$ cat config.mk
export PLATFORM = sky130hd
export DESIGN_NAME = life_gen_engine
export DESIGN_NICKNAME = d
export VERILOG_FILES = /design/src/rtl/life_gen_engine_pkg.sv /design/src/rtl/life_gen_engine_rule.sv /design/src/rtl/life_gen_engine.sv
export SDC_FILE = /design/constraint.sdc
export NUM_CORES = 1
export LEC_CHECK = 0
export CORE_ASPECT_RATIO = 0.7
export CORE_UTILIZATION = 45
export DETAILED_ROUTE_END_ITERATION = 10
export GPL_TIMING_DRIVEN = 1
export HOLD_SLACK_MARGIN = 0.12
export PLACE_DENSITY = 0.67
export SYNTH_ARGS = -nofsm -noshare
export SYNTH_HDL_FRONTEND = slang
export SYNTH_SLANG_ARGS = --single-unit
$ cat constraint.sdc
create_clock -name clk -period 9.2 [get_ports clk]
set_clock_uncertainty 0.1 [all_clocks]
set_input_delay 0.92 -clock clk [delete_from_list [all_inputs] [get_ports clk]]
set_output_delay 0.92 -clock clk [all_outputs]
set_load 0.01 [all_outputs]
$ cat src/rtl/life_gen_engine_pkg.sv
// Shared rule constants and FSM encoding for the serial Game-of-Life engine.
// Latency/backpressure: not applicable (declarations only).
package life_gen_engine_pkg;

  localparam int LIFE_BIRTH = 3;
  localparam int LIFE_SURV  = 2;
  localparam int NBR_W      = 4;

  typedef enum logic [1:0] {
    FILL  = 2'd0,
    RUN   = 2'd1,
    FLUSH = 2'd2
  } state_e;

endpackage

$ cat src/rtl/life_gen_engine_rule.sv
// B3/S23 rule on a masked 3x3 window (bit 4 = centre), purely combinational.
// Latency 0; no flow control.
module life_rule
  import life_gen_engine_pkg::*;
(
  input  logic [8:0] win_i,
  output logic       next_o
);

  logic [NBR_W-1:0] nbr_cnt;

  always_comb begin
    nbr_cnt = '0;
    for (int k = 0; k < 9; k++) begin
      if (k != 4) nbr_cnt = nbr_cnt + NBR_W'(win_i[k]);
    end
    next_o = (nbr_cnt == NBR_W'(LIFE_BIRTH)) |
             (win_i[4] & (nbr_cnt == NBR_W'(LIFE_SURV)));
  end

endmodule

$ cat src/rtl/life_gen_engine.sv
// One Game-of-Life generation over a raster-order bitstream; 1 clock from advance to output.
// Input stalls only during the X+1-cycle end-of-frame flush; output has no backpressure.
module life_gen_engine
  import life_gen_engine_pkg::*;
#(
  parameter int X     = 8,
  parameter int Y     = 8,
  parameter int LOG2X = 3,
  parameter int LOG2Y = 3
) (
  input  logic clk,
  input  logic reset,
  input  logic in_valid,
  output logic in_ready,
  input  logic in_data,
  output logic out_valid,
  output logic out_data,
  output logic out_last
);

  localparam int CW = LOG2X + LOG2Y;
  localparam int HW = 2 * X + 2;
  localparam logic [LOG2X-1:0] COL_LAST  = LOG2X'(X - 1);
  localparam logic [LOG2Y-1:0] ROW_LAST  = LOG2Y'(Y - 1);
  localparam logic [CW-1:0]    FILL_LAST = CW'(X);
  localparam logic [CW-1:0]    RUN_LAST  = CW'(X * Y - 1);

  state_e           state_q, state_d;
  logic [CW-1:0]    cnt_q, cnt_d;
  logic [LOG2X-1:0] ccol_q, ccol_d;
  logic [LOG2Y-1:0] crow_q, crow_d;
  logic [HW-1:0]    hist_q, hist_d;
  logic             out_valid_q, out_data_q, out_last_q;

  logic          adv, emit, new_bit, frame_end, nxt;
  logic [HW:0]   w;
  logic [8:0]    win;
  logic          top_ok, bot_ok, lft_ok, rgt_ok;

  always_ff @(posedge clk or negedge reset) begin
    if (!reset) state_q <= FILL;
    else        state_q <= state_d;
  end

  always_comb begin
    state_d = state_q;
    case (state_q)
      FILL:    if (adv && cnt_q == FILL_LAST) state_d = RUN;
      RUN:     if (adv && cnt_q == RUN_LAST)  state_d = FLUSH;
      FLUSH:   if (frame_end)                 state_d = FILL;
      default: state_d = FILL;
    endcase
  end

  // Flush steps advance unconditionally, feeding zeros behind the last row.
  always_comb begin
    in_ready = (state_q != FLUSH);
    adv      = in_ready ? in_valid : 1'b1;
    emit     = adv & (state_q != FILL);
    new_bit  = (state_q == FLUSH) ? 1'b0 : in_data;
  end

  // The full 2X+3-bit neighbourhood span is the stored history plus the incoming bit.
  assign w         = {hist_q, new_bit};
  assign frame_end = emit & (crow_q == ROW_LAST) & (ccol_q == COL_LAST);

  assign top_ok = (crow_q != '0);
  assign bot_ok = (crow_q != ROW_LAST);
  assign lft_ok = (ccol_q != '0);
  assign rgt_ok = (ccol_q != COL_LAST);

  always_comb begin
    win[0] = w[2*X+2] & top_ok & lft_ok;
    win[1] = w[2*X+1] & top_ok;
    win[2] = w[2*X]   & top_ok & rgt_ok;
    win[3] = w[X+2]   & lft_ok;
    win[4] = w[X+1];
    win[5] = w[X]     & rgt_ok;
    win[6] = w[2]     & bot_ok & lft_ok;
    win[7] = w[1]     & bot_ok;
    win[8] = w[0]     & bot_ok & rgt_ok;
  end

  life_rule u_rule (
    .win_i  (win),
    .next_o (nxt)
  );

  always_comb begin
    hist_d = adv ? w[HW-1:0] : hist_q;
    cnt_d  = cnt_q;
    if (state_q == FLUSH) cnt_d = '0;
    else if (adv)         cnt_d = cnt_q + 1'b1;
    ccol_d = ccol_q;
    crow_d = crow_q;
    if (emit) begin
      if (ccol_q == COL_LAST) begin
        ccol_d = '0;
        crow_d = (crow_q == ROW_LAST) ? '0 : crow_q + 1'b1;
      end else begin
        ccol_d = ccol_q + 1'b1;
      end
    end
  end

  always_ff @(posedge clk or negedge reset) begin
    if (!reset) begin
      cnt_q       <= '0;
      ccol_q      <= '0;
      crow_q      <= '0;
      hist_q      <= '0;
      out_valid_q <= 1'b0;
      out_data_q  <= 1'b0;
      out_last_q  <= 1'b0;
    end else begin
      cnt_q       <= cnt_d;
      ccol_q      <= ccol_d;
      crow_q      <= crow_d;
      hist_q      <= hist_d;
      out_valid_q <= emit;
      out_data_q  <= emit & nxt;
      out_last_q  <= frame_end;
    end
  end

  assign out_valid = out_valid_q;
  assign out_data  = out_data_q;
  assign out_last  = out_last_q;

endmodule

==> flow_summary.json, run 1 <==
{
  "outcome": "complete, no violations",
  "cts-hold-fix-buffers": 0,
  "fillers": 355,
  "postCtsSetupBuffers": 0,
  "synth_ff_type": "sky130_fd_sc_hd__dfrtp_1",
  "count_of_unique_library_cells_instantiated_by_yosys": 38,
  "layout.cells.most_common_list": "sky130_fd_sc_hd__dfrtp_1, sky130_fd_sc_hd__mux2_4, sky130_fd_sc_hd__inv_1, sky130_fd_sc_hd__ha_1, sky130_fd_sc_hd__nor2_1",
  "grt_start_max_net_pins": 36,
  "power_per_cell_area_mw_per_mm2": 286,
  "antenna_found_initial": 0,
  "setup.worst_path.start_class": "flop",
  "maxCapViolations": 0,
  "final_period_minus_worst_setup_slack_ns": 3.91,
  "worstSkewPairLatency_ns": 0.28,
  "clkTransAtPathRegs_ns": 0.07,
  "number_of_enable_type_register_cells_in_the_synthesized_netlist": 0,
  "syn_area_mm2": 0.00183,
  "grtUsageTotal_pct": 15.7,
  "setup_violation_total_in_the_final_timing_report": 0,
  "synthesis.nets": 160,
  "hold_path.startpoint": "hist_q[2]",
  "final.setup.worst_slack_ns": 5.29,
  "area_taken_by_multi_input_logic_gates_um2": 871,
  "min-delay-path-class": "reg -> reg",
  "critical_path.startpoint": "crow_q[0]",
  "wl_um": 2790,
  "worst_r2r_path_depth": 13,
  "dr.pass1.iters": 4,
  "slew_viol_final": 0,
  "tritoncts_buffers": 5,
  "floorplan.rows": 19,
  "numPortBuffers": 7,
  "worst_setup_path_end_kind": "flop",
  "stdcell_count": 206,
  "place.gp.congestion": 0.783,
  "detail-route-antenna-nets": 0,
  "power_w": 0.000576,
  "floorplan.io_pins": 8,
  "crit-reg2reg-capture": "out_data",
  "grt_setup_unrepaired": "false",
  "finalSetupTns_ns": 0,
  "setup.worst_path.class": "reg -> reg",
  "fp.dieH_um": 55.4,
  "vias": 1032,
  "worst_ir_drop_vdd_mv": 0.107,
  "floorplan.initialDensity_pct": 46.8,
  "tritoncts": "yes",
  "final_net_count": 172,
  "clock_path_buffers": 2,
  "reg2reg_slack_ns": 5.29,
  "die_area_mm2": 0.00434,
  "worst_r2r_startpoint": "crow_q[0]",
  "postSynthCellCount": 141,
  "wl_per_cell_um": 13.5,
  "post_cts_resize_count": 0,
  "placeableCoreArea_mm2": 0.00392,
  "clk_root_buffer_cell": "sky130_fd_sc_hd__clkbuf_8",
  "fmax_mhz": 256,
  "ys_seq_area_share_pct": 47.7,
  "cts.sinks": 35,
  "die_width_um": 78.3,
  "synth_seq_cells": 35,
  "cp-endpoint": "out_data",
  "ctsHtreeMaxLevel": 2,
  "drt_iter0_markers": 23,
  "place_ws_ns": 5.30,
  "diodes": 0,
  "hold_slack_ns": 0.407,
  "register_area_um2": 876,
  "hold_violations": 0,
  "relSlewSlack_pct": 59.3,
  "synth.yosys.warnings": 0,
  "syn_avg_cell_area_um2": 13.0,
  "first_global_vias": 1123,
  "cellLeakagePower_nw": 0.985,
  "layout_commonest_cell": "sky130_fd_sc_hd__dfrtp_1",
  "layout_worst_path_cycle_share_pct": 42.5,
  "dp_hpwl_um": 1930,
  "grt_overflow_total": 0,
  "critical_path_arrival_ns": 3.97,
  "min_path_cells": 1,
  "critical_path_peak_fanout": 4,
  "drt_drc_violations_left": 0,
  "synthToLayoutAreaGrowth_pct": 9.89,
  "layout-drive-gt1-share_pct": 22.7,
  "grt_first_pass_wirelength_um": 5110,
  "vias_per_cell": 5.01,
  "worst-slew-pin-transition_ns": 0.608,
  "dpl.cell_count": 198,
  "required_ns": 9.26,
  "synth_async_sr_flop_share_pct": 100
}
==> cell families after synthesis <==
logic type                 after synthesis  share of synthesized area [%]
and+or+nand+nor                         39                           14.0
muxes                                   23                           16.6
adders and majority gates               15                           11.9
AOI/OAI and AO/OA                       10                           3.14
buffers and inverters                   15                           4.77
DFF                                     35                           47.7
xor gates and xnor gates                 4                           1.91
==> per-layer routing <==
layer	vias to the layer above	track usage, %	wire length (um)
li1	497	-	-
met5	-	0	0
met3	8	4.96	86
met4	0	7.94	66
met1	510	20.6	1440
met2	17	23.4	1200
==> cells in the mapped netlist (all sizes together), types with 2 or more instances <==
master / count / share of area (%)
xor2: 3 / 1.4
fa: 4 / 4.4
ha: 11 / 7.5
nand4: 2 / 1.5
inv: 12 / 2.5
and3: 2 / 0.75
a21oi: 2 / 0.55
or3: 2 / 0.75
mux2: 20 / 15
nor2b: 4 / 1.5
nand3b: 2 / 0.82
nand2b: 3 / 1.0
buf: 3 / 2.3
nand2: 8 / 2.0
mux2i: 3 / 1.6
nor2: 10 / 2.9
dfrtp: 35 / 48
o21ai: 5 / 1.4
==> worst max-delay path, stage by stage (launching register included) <==
cell	delay, ns
sky130_fd_sc_hd__dfrtp_1	0.42
sky130_fd_sc_hd__inv_1	0.08
sky130_fd_sc_hd__ha_1	0.15
sky130_fd_sc_hd__nand2b_1	0.08
sky130_fd_sc_hd__and3_1	0.18
sky130_fd_sc_hd__ha_1	0.31
sky130_fd_sc_hd__fa_1	0.51
sky130_fd_sc_hd__fa_1	0.54
sky130_fd_sc_hd__inv_1	0.05
sky130_fd_sc_hd__fa_1	0.45
sky130_fd_sc_hd__fa_1	0.39
sky130_fd_sc_hd__nor2_1	0.10
sky130_fd_sc_hd__a31oi_1	0.08
sky130_fd_sc_hd__a2111oi_0	0.32
==> worst min path at each step <==
stage	end	slack (ns)
global placement	hist_q[4]	0.39
CTS	hist_q[5]	0.41
finish	hist_q[2]	0.41
floorplan	ccol_q[2]	0.36
global route	hist_q[2]	0.43
detailed placement	hist_q[5]	0.39
==> power breakdown <==
part / internal (W) / leakage (nW) / switching, W
clock: 0.0000531 / 0.0422 / 0.0000527
sequential: 0.000212 / 0.434 / 0.0000476
combinational: 0.000114 / 0.509 / 0.0000966
==> sequential cells by signal, indices dropped and copies added (netlist names) <==
signal / cells
ccol_q: 3
cnt_q: 6
crow_q: 3
hist_q: 18
out_data: 1
out_last: 1
out_valid: 1
state_q: 2
==> cell type report <==
type / instances / area share [%]
inverters: 12 / 2.23
multi-input cells: 91 / 43.2
repair buffers: 8 / 3.85
flip-flops and latches: 35 / 43.5
clock inverters: 1 / 0.248
clock buffers: 7 / 3.79
well taps: 52 / 3.23
==> stage by stage <==
step / cell area [um2] / utilization (%)
global placement: 1930 / 49.3
CTS: 2020 / 51.4
global route: 2020 / 51.4
floorplan: 1830 / -
finish: 2020 / 51.4
detailed placement: 1930 / 49.3
Power figures use the tool's default switching activity.
==> inputs of run 2 (changes only) <==
- PLACE_DENSITY: 0.67 -> 0.7
- clock period: 9.2 -> 3.2 ns (I/O delays scaled with it)
==> flow_summary.json, run 2 (synthesis results as in run 1) <==
{
  "worst-slew-pin-transition_ns": 0.446,
  "hold_slack_ns": 0.331,
  "die_width_um": 78.3,
  "floorplan.rows": 19,
  "required_ns": 3.28,
  "worst_r2r_startpoint": "crow_q[0]",
  "maxCapViolations": 0,
  "grt_first_pass_wirelength_um": 5590,
  "layout-drive-gt1-share_pct": 34.5,
  "worst_r2r_path_depth": 13,
  "floorplan.initialDensity_pct": 46.8,
  "numPortBuffers": 7,
  "stdcell_count": 217,
  "top_register": "hist_q",
  "fmax_mhz": 286,
  "largest_register_ff_count": 18,
  "clock_path_buffers": 2,
  "slew_viol_final": 0,
  "grt_overflow_total": 0,
  "drt_iter0_markers": 53,
  "worstSkewPairLatency_ns": 0.29,
  "critical_path_peak_fanout": 3,
  "hold_violations": 0,
  "tritoncts": "yes",
  "relSlewSlack_pct": 69.4,
  "finalSetupTns_ns": -0.298,
  "place.gp.congestion": 0.780,
  "final_period_minus_worst_setup_slack_ns": 3.50,
  "first_global_vias": 1209,
  "die_area_mm2": 0.00434,
  "vias_per_cell": 5.00,
  "dr.pass1.iters": 4,
  "wl_per_cell_um": 15.2,
  "crit-reg2reg-capture": "out_data",
  "diodes": 0,
  "floorplan.io_pins": 8,
  "layout_commonest_cell": "sky130_fd_sc_hd__dfrtp_1",
  "reg2reg_slack_ns": -0.30,
  "grt_start_max_net_pins": 36,
  "vias": 1086,
  "cts.sinks": 35,
  "cellLeakagePower_nw": 1.05,
  "place_ws_ns": -0.423,
  "top_regs": "hist_q: 18 flops, cnt_q: 6 flops",
  "wl_um": 3290,
  "dp_hpwl_um": 2370,
  "final_net_count": 183,
  "antenna_found_initial": 0,
  "setup.worst_path.start_class": "flop",
  "critical_path_arrival_ns": 3.58,
  "synthToLayoutAreaGrowth_pct": 18.3,
  "fp.dieH_um": 55.4,
  "detail-route-antenna-nets": 0,
  "worst_ir_drop_vdd_mv": 0.390,
  "setup.worst_path.class": "reg -> reg",
  "grtUsageTotal_pct": 18.0,
  "ctsHtreeMaxLevel": 2,
  "min-delay-path-class": "in -> async",
  "clkTransAtPathRegs_ns": 0.07,
  "grt_setup_unrepaired": "true",
  "clk_root_buffer_cell": "sky130_fd_sc_hd__clkbuf_8",
  "tritoncts_buffers": 5,
  "power_per_cell_area_mw_per_mm2": 888,
  "outcome": "finished, violations left",
  "layout_worst_path_cycle_share_pct": 109,
  "setup_violation_total_in_the_final_timing_report": 1,
  "drt_drc_violations_left": 0,
  "final.setup.worst_slack_ns": -0.298,
  "failed_checks": "negative setup slack",
  "placeableCoreArea_mm2": 0.00392,
  "worst_setup_path_end_kind": "flop",
  "layout.cells.most_common_list": "sky130_fd_sc_hd__dfrtp_1, sky130_fd_sc_hd__mux2_4, sky130_fd_sc_hd__buf_4, sky130_fd_sc_hd__inv_1, sky130_fd_sc_hd__ha_1",
  "dpl.cell_count": 209
}
[run 2: worst max-delay path, cell delays in order, from the launching register on]
cell	delay, ns
sky130_fd_sc_hd__dfrtp_1	0.36
sky130_fd_sc_hd__inv_1	0.06
sky130_fd_sc_hd__ha_1	0.19
sky130_fd_sc_hd__nand2b_1	0.11
sky130_fd_sc_hd__and3_4	0.20
sky130_fd_sc_hd__ha_4	0.20
sky130_fd_sc_hd__fa_1	0.46
sky130_fd_sc_hd__fa_1	0.50
sky130_fd_sc_hd__inv_1	0.06
sky130_fd_sc_hd__fa_2	0.37
sky130_fd_sc_hd__fa_2	0.35
sky130_fd_sc_hd__nor2_2	0.11
sky130_fd_sc_hd__a31oi_1	0.10
sky130_fd_sc_hd__a2111oi_2	0.21
[run 2: final cells by class]
| class | count | area, um2 |
|---|---|---|
| multi-input combinational | 91 | 907 |
| clock inverter | 2 | 35.0 |
| fill | 342 | 1750 |
| inverter | 12 | 45.0 |
| tap | 52 | 65.1 |
| sequential | 35 | 876 |
| clock buffer | 6 | 82.6 |
| timing repair buffer | 19 | 160 |
[run 2: stage by stage]
stage / utilization [%] / cell area, um2 / total power, W
5_1_grt: 55.3 / 2170 / 0.00208
2_1_floorplan: - / 1840 / 0.00122
3_5_place_dp: 51.5 / 2020 / 0.00145
6_report: 55.3 / 2170 / 0.00193
4_1_cts: 55.1 / 2160 / 0.00189
3_3_place_gp: 51.5 / 2020 / 0.00137
[run 2: worst max-delay path by stage]
| stage | start | endpoint | slack [ns] | depth (start not counted) |
|---|---|---|---|---|
| 2_1_floorplan | crow_q[0] | out_data | -0.20 | 13 |
| 3_5_place_dp | ccol_q[0] | out_data | -0.42 | 13 |
| 6_report | crow_q[0] | out_data | -0.30 | 13 |
| 3_3_place_gp | ccol_q[0] | out_data | -0.30 | 13 |
| 5_1_grt | crow_q[0] | out_data | -0.44 | 13 |
| 4_1_cts | crow_q[0] | out_data | -0.36 | 13 |
[run 2: timing repair]
action | 4_1_cts | 5_1_grt
resized for setup | 4 | 4
buffers inserted | 0 | 0
hold buffers | 0 | 0
pin swaps | 0 | 2
endpoints found under the setup margin | 1 | 1
[run 2: power by group]
| part | total [W] | switching (W) | internal [W] |
|---|---|---|---|
| combinational | 0.000769 | 0.000351 | 0.000418 |
| sequential | 0.000745 | 0.000136 | 0.000608 |
| clock | 0.000413 | 0.000161 | 0.000252 |
[run 2: metal layers]
metal / wire length (um) / vias to the layer above / GRT usage (%)
li1: - / 518 / -
met2: 1580 / 17 / 27.4
met5: 0 / - / 0
met3: 129 / 13 / 7.60
met4: 121 / 0 / 10.6
met1: 1450 / 538 / 21.4
==> inputs of run 3 (changes only) <==
- CORE_UTILIZATION: 45 -> 56
- CTS_BUF_LIST: not set -> sky130_fd_sc_hd__clkbuf_2 sky130_fd_sc_hd__clkbuf_4 sky130_fd_sc_hd__clkbuf_8
- PLACE_DENSITY: 0.7 -> 0.83
==> flow_summary.json, run 3 (synthesis results as in run 1) <==
{
  "grtUsageTotal_pct": 22.3,
  "layout-drive-gt1-share_pct": 39.1,
  "power.clock.fraction_pct": 16.4,
  "antenna_found_initial": 0,
  "setup.worst_path.start_class": "flop",
  "wl_um": 3340,
  "final_net_count": 188,
  "power_switching_share_pct": 34.5,
  "drt_iter0_markers": 54,
  "largest_register_ff_count": 18,
  "die_width_um": 70.4,
  "diodes": 0,
  "top_regs": "hist_q: 18 flops, cnt_q: 6 flops",
  "worstSkewPairLatency_ns": 0.28,
  "cellLeakagePower_nw": 1.07,
  "final.setup.worst_slack_ns": -0.332,
  "critical_path_cell_count": 14,
  "stdcell_count": 205,
  "dr.pass1.iters": 4,
  "worstPathBufferInverterCount": 3,
  "grt_first_pass_wirelength_um": 5780,
  "critical_path_arrival_ns": 3.58,
  "min-delay-path-class": "in -> async",
  "floorplan.io_pins": 8,
  "worst_setup_path_end_kind": "flop",
  "postLayoutCoreUtil_pct": 74.7,
  "die_area_mm2": 0.00351,
  "cp_slowest_cell": "sky130_fd_sc_hd__fa_1",
  "clkTransAtPathRegs_ns": 0.07,
  "layout_commonest_cell": "sky130_fd_sc_hd__dfrtp_1",
  "layout.cells.most_common_list": "sky130_fd_sc_hd__dfrtp_1, sky130_fd_sc_hd__buf_4, sky130_fd_sc_hd__mux2_4, sky130_fd_sc_hd__nor2_1, sky130_fd_sc_hd__inv_1",
  "dpl.cell_count": 191,
  "largest_incremental_delay_on_the_critical_path_ns": 0.51,
  "grt_setup_unrepaired": "true",
  "synthToLayoutAreaGrowth_pct": 19.8,
  "floorplan.rows": 16,
  "floorplan.initialDensity_pct": 62.3,
  "critical_path_peak_fanout": 3,
  "fp.dieH_um": 49.9,
  "tritoncts_buffers": 5,
  "clk_root_buffer_cell": "sky130_fd_sc_hd__clkbuf_8",
  "drt_drc_violations_left": 0,
  "detailed_place.area_mm2": 0.00199,
  "crit-reg2reg-capture": "out_data",
  "layout_worst_path_cycle_share_pct": 110,
  "relSlewSlack_pct": 59.8,
  "critical_path.top_delay_family": "adder cells",
  "power.switching_w": 0.000668,
  "top_register": "hist_q",
  "numPortBuffers": 7,
  "vias": 1119,
  "setup.worst_path.class": "reg -> reg",
  "hold_slack_ns": 0.344,
  "placeableCoreArea_mm2": 0.00294,
  "hold_violations": 0,
  "outcome": "finished, violations left",
  "slew_viol_final": 0,
  "dp_hpwl_um": 2200,
  "power_per_cell_area_mw_per_mm2": 881,
  "final_design_area_no_fill_mm2": 0.00220,
  "wl_per_cell_um": 16.3,
  "internal_power_w": 0.00127,
  "grt_overflow_total": 0,
  "worst-slew-pin-transition_ns": 0.600,
  "power_frac_comb_pct": 44.7,
  "first_global_vias": 1210,
  "place.gp.congestion": 0.818,
  "ctsHtreeMaxLevel": 2,
  "detail-route-antenna-nets": 0,
  "worst_r2r_startpoint": "crow_q[1]",
  "maxCapViolations": 0,
  "failed_checks": "negative setup slack",
  "fmax_mhz": 283,
  "cts.sinks": 35,
  "worst_r2r_path_depth": 14,
  "grt_start_max_net_pins": 36,
  "reg2reg_slack_ns": -0.33,
  "seqPwrFrac_pct": 38.9,
  "required_ns": 3.24,
  "cts-hold-fix-buffers": 0,
  "worst_ir_drop_vdd_mv": 0.469,
  "tritoncts": "yes",
  "setup_violation_total_in_the_final_timing_report": 1,
  "vias_per_cell": 5.46,
  "final_period_minus_worst_setup_slack_ns": 3.53,
  "clock_path_buffers": 2,
  "worstPathCellList": "inv_1, ha_2, nand2b_4, and3_4, ha_4, fa_1, fa_1, inv_2, fa_2, fa_2, buf_6, nor2b_1, a31oi_1, a2111oi_1"
}
-- run 3: cell types whose count changed in the layout (fill, tap and decap cells not counted), sizes merged --
cell,before,now
buf,12,17
bufinv,1,0
-- run 3: per-layer routing --
metal  vias up  GRT usage, %  wire (um)
met2        24          34.8       1540
met4         0          7.67         54
met3         8          6.34        140
met1       560          30.0       1600
li1        527             -          -
met5         -             0          0
-- run 3: timing repair --
action | 4_1_cts | 5_1_grt
setup endpoints to repair | 1 | 1
buffers inserted | 5 | 2
gates resized for setup | 13 | 3
pin swaps | 8 | 8
-- run 3: how the worst max path moves through the flow --
| stage | slack (ns) | from | end |
|---|---|---|---|
| floorplan | -0.20 | crow_q[0] | out_data |
| global placement | -0.30 | ccol_q[0] | out_data |
| detailed placement | -0.44 | ccol_q[0] | out_data |
| CTS | -0.43 | ccol_q[1] | out_data |
| global route | -0.50 | crow_q[1] | out_data |
| finish | -0.33 | crow_q[1] | out_data |
-- run 3: layout make-up --
| type | instances | area (um2) |
|---|---|---|
| sequential | 35 | 876 |
| fill | 187 | 746 |
| tap | 36 | 45.0 |
| timing repair buffer | 24 | 201 |
| inverter | 12 | 45.0 |
| clock buffer | 6 | 82.6 |
| clock inverter | 1 | 5.00 |
| multi-input combinational | 91 | 942 |
-- run 3: through the flow --
| step | worst slack, ns | setup TNS [ns] | power [W] |
|---|---|---|---|
| after floorplan | -0.197 | -0.197 | 0.00122 |
| after global placement | -0.300 | -0.300 | 0.00136 |
| after detailed placement | -0.443 | -0.443 | 0.00143 |
| after CTS | -0.434 | -0.434 | 0.00188 |
| after global routing | -0.503 | -0.503 | 0.00210 |
| final | -0.332 | -0.332 | 0.00193 |
-- run 3: worst register-to-register path, stage by stage, from the launching register on --
cell and delay, ns:
sky130_fd_sc_hd__dfrtp_1 0.38, sky130_fd_sc_hd__inv_1 0.06, sky130_fd_sc_hd__ha_2 0.19, sky130_fd_sc_hd__nand2b_4 0.06
sky130_fd_sc_hd__and3_4 0.18, sky130_fd_sc_hd__ha_4 0.26, sky130_fd_sc_hd__fa_1 0.43, sky130_fd_sc_hd__fa_1 0.51
sky130_fd_sc_hd__inv_2 0.04, sky130_fd_sc_hd__fa_2 0.34, sky130_fd_sc_hd__fa_2 0.38, sky130_fd_sc_hd__buf_6 0.12
sky130_fd_sc_hd__nor2b_1 0.12, sky130_fd_sc_hd__a31oi_1 0.14, sky130_fd_sc_hd__a2111oi_1 0.06
-- run 3: power by group through the flow --
stage / sequential, W / clock [W] / combinational [W]
2_1_floorplan: 0.000718 / 0 / 0.000505
3_3_place_gp: 0.000740 / 0 / 0.000618
3_5_place_dp: 0.000752 / 0 / 0.000680
4_1_cts: 0.000752 / 0.000322 / 0.000811
5_1_grt: 0.000775 / 0.000348 / 0.000980
6_report: 0.000753 / 0.000318 / 0.000864
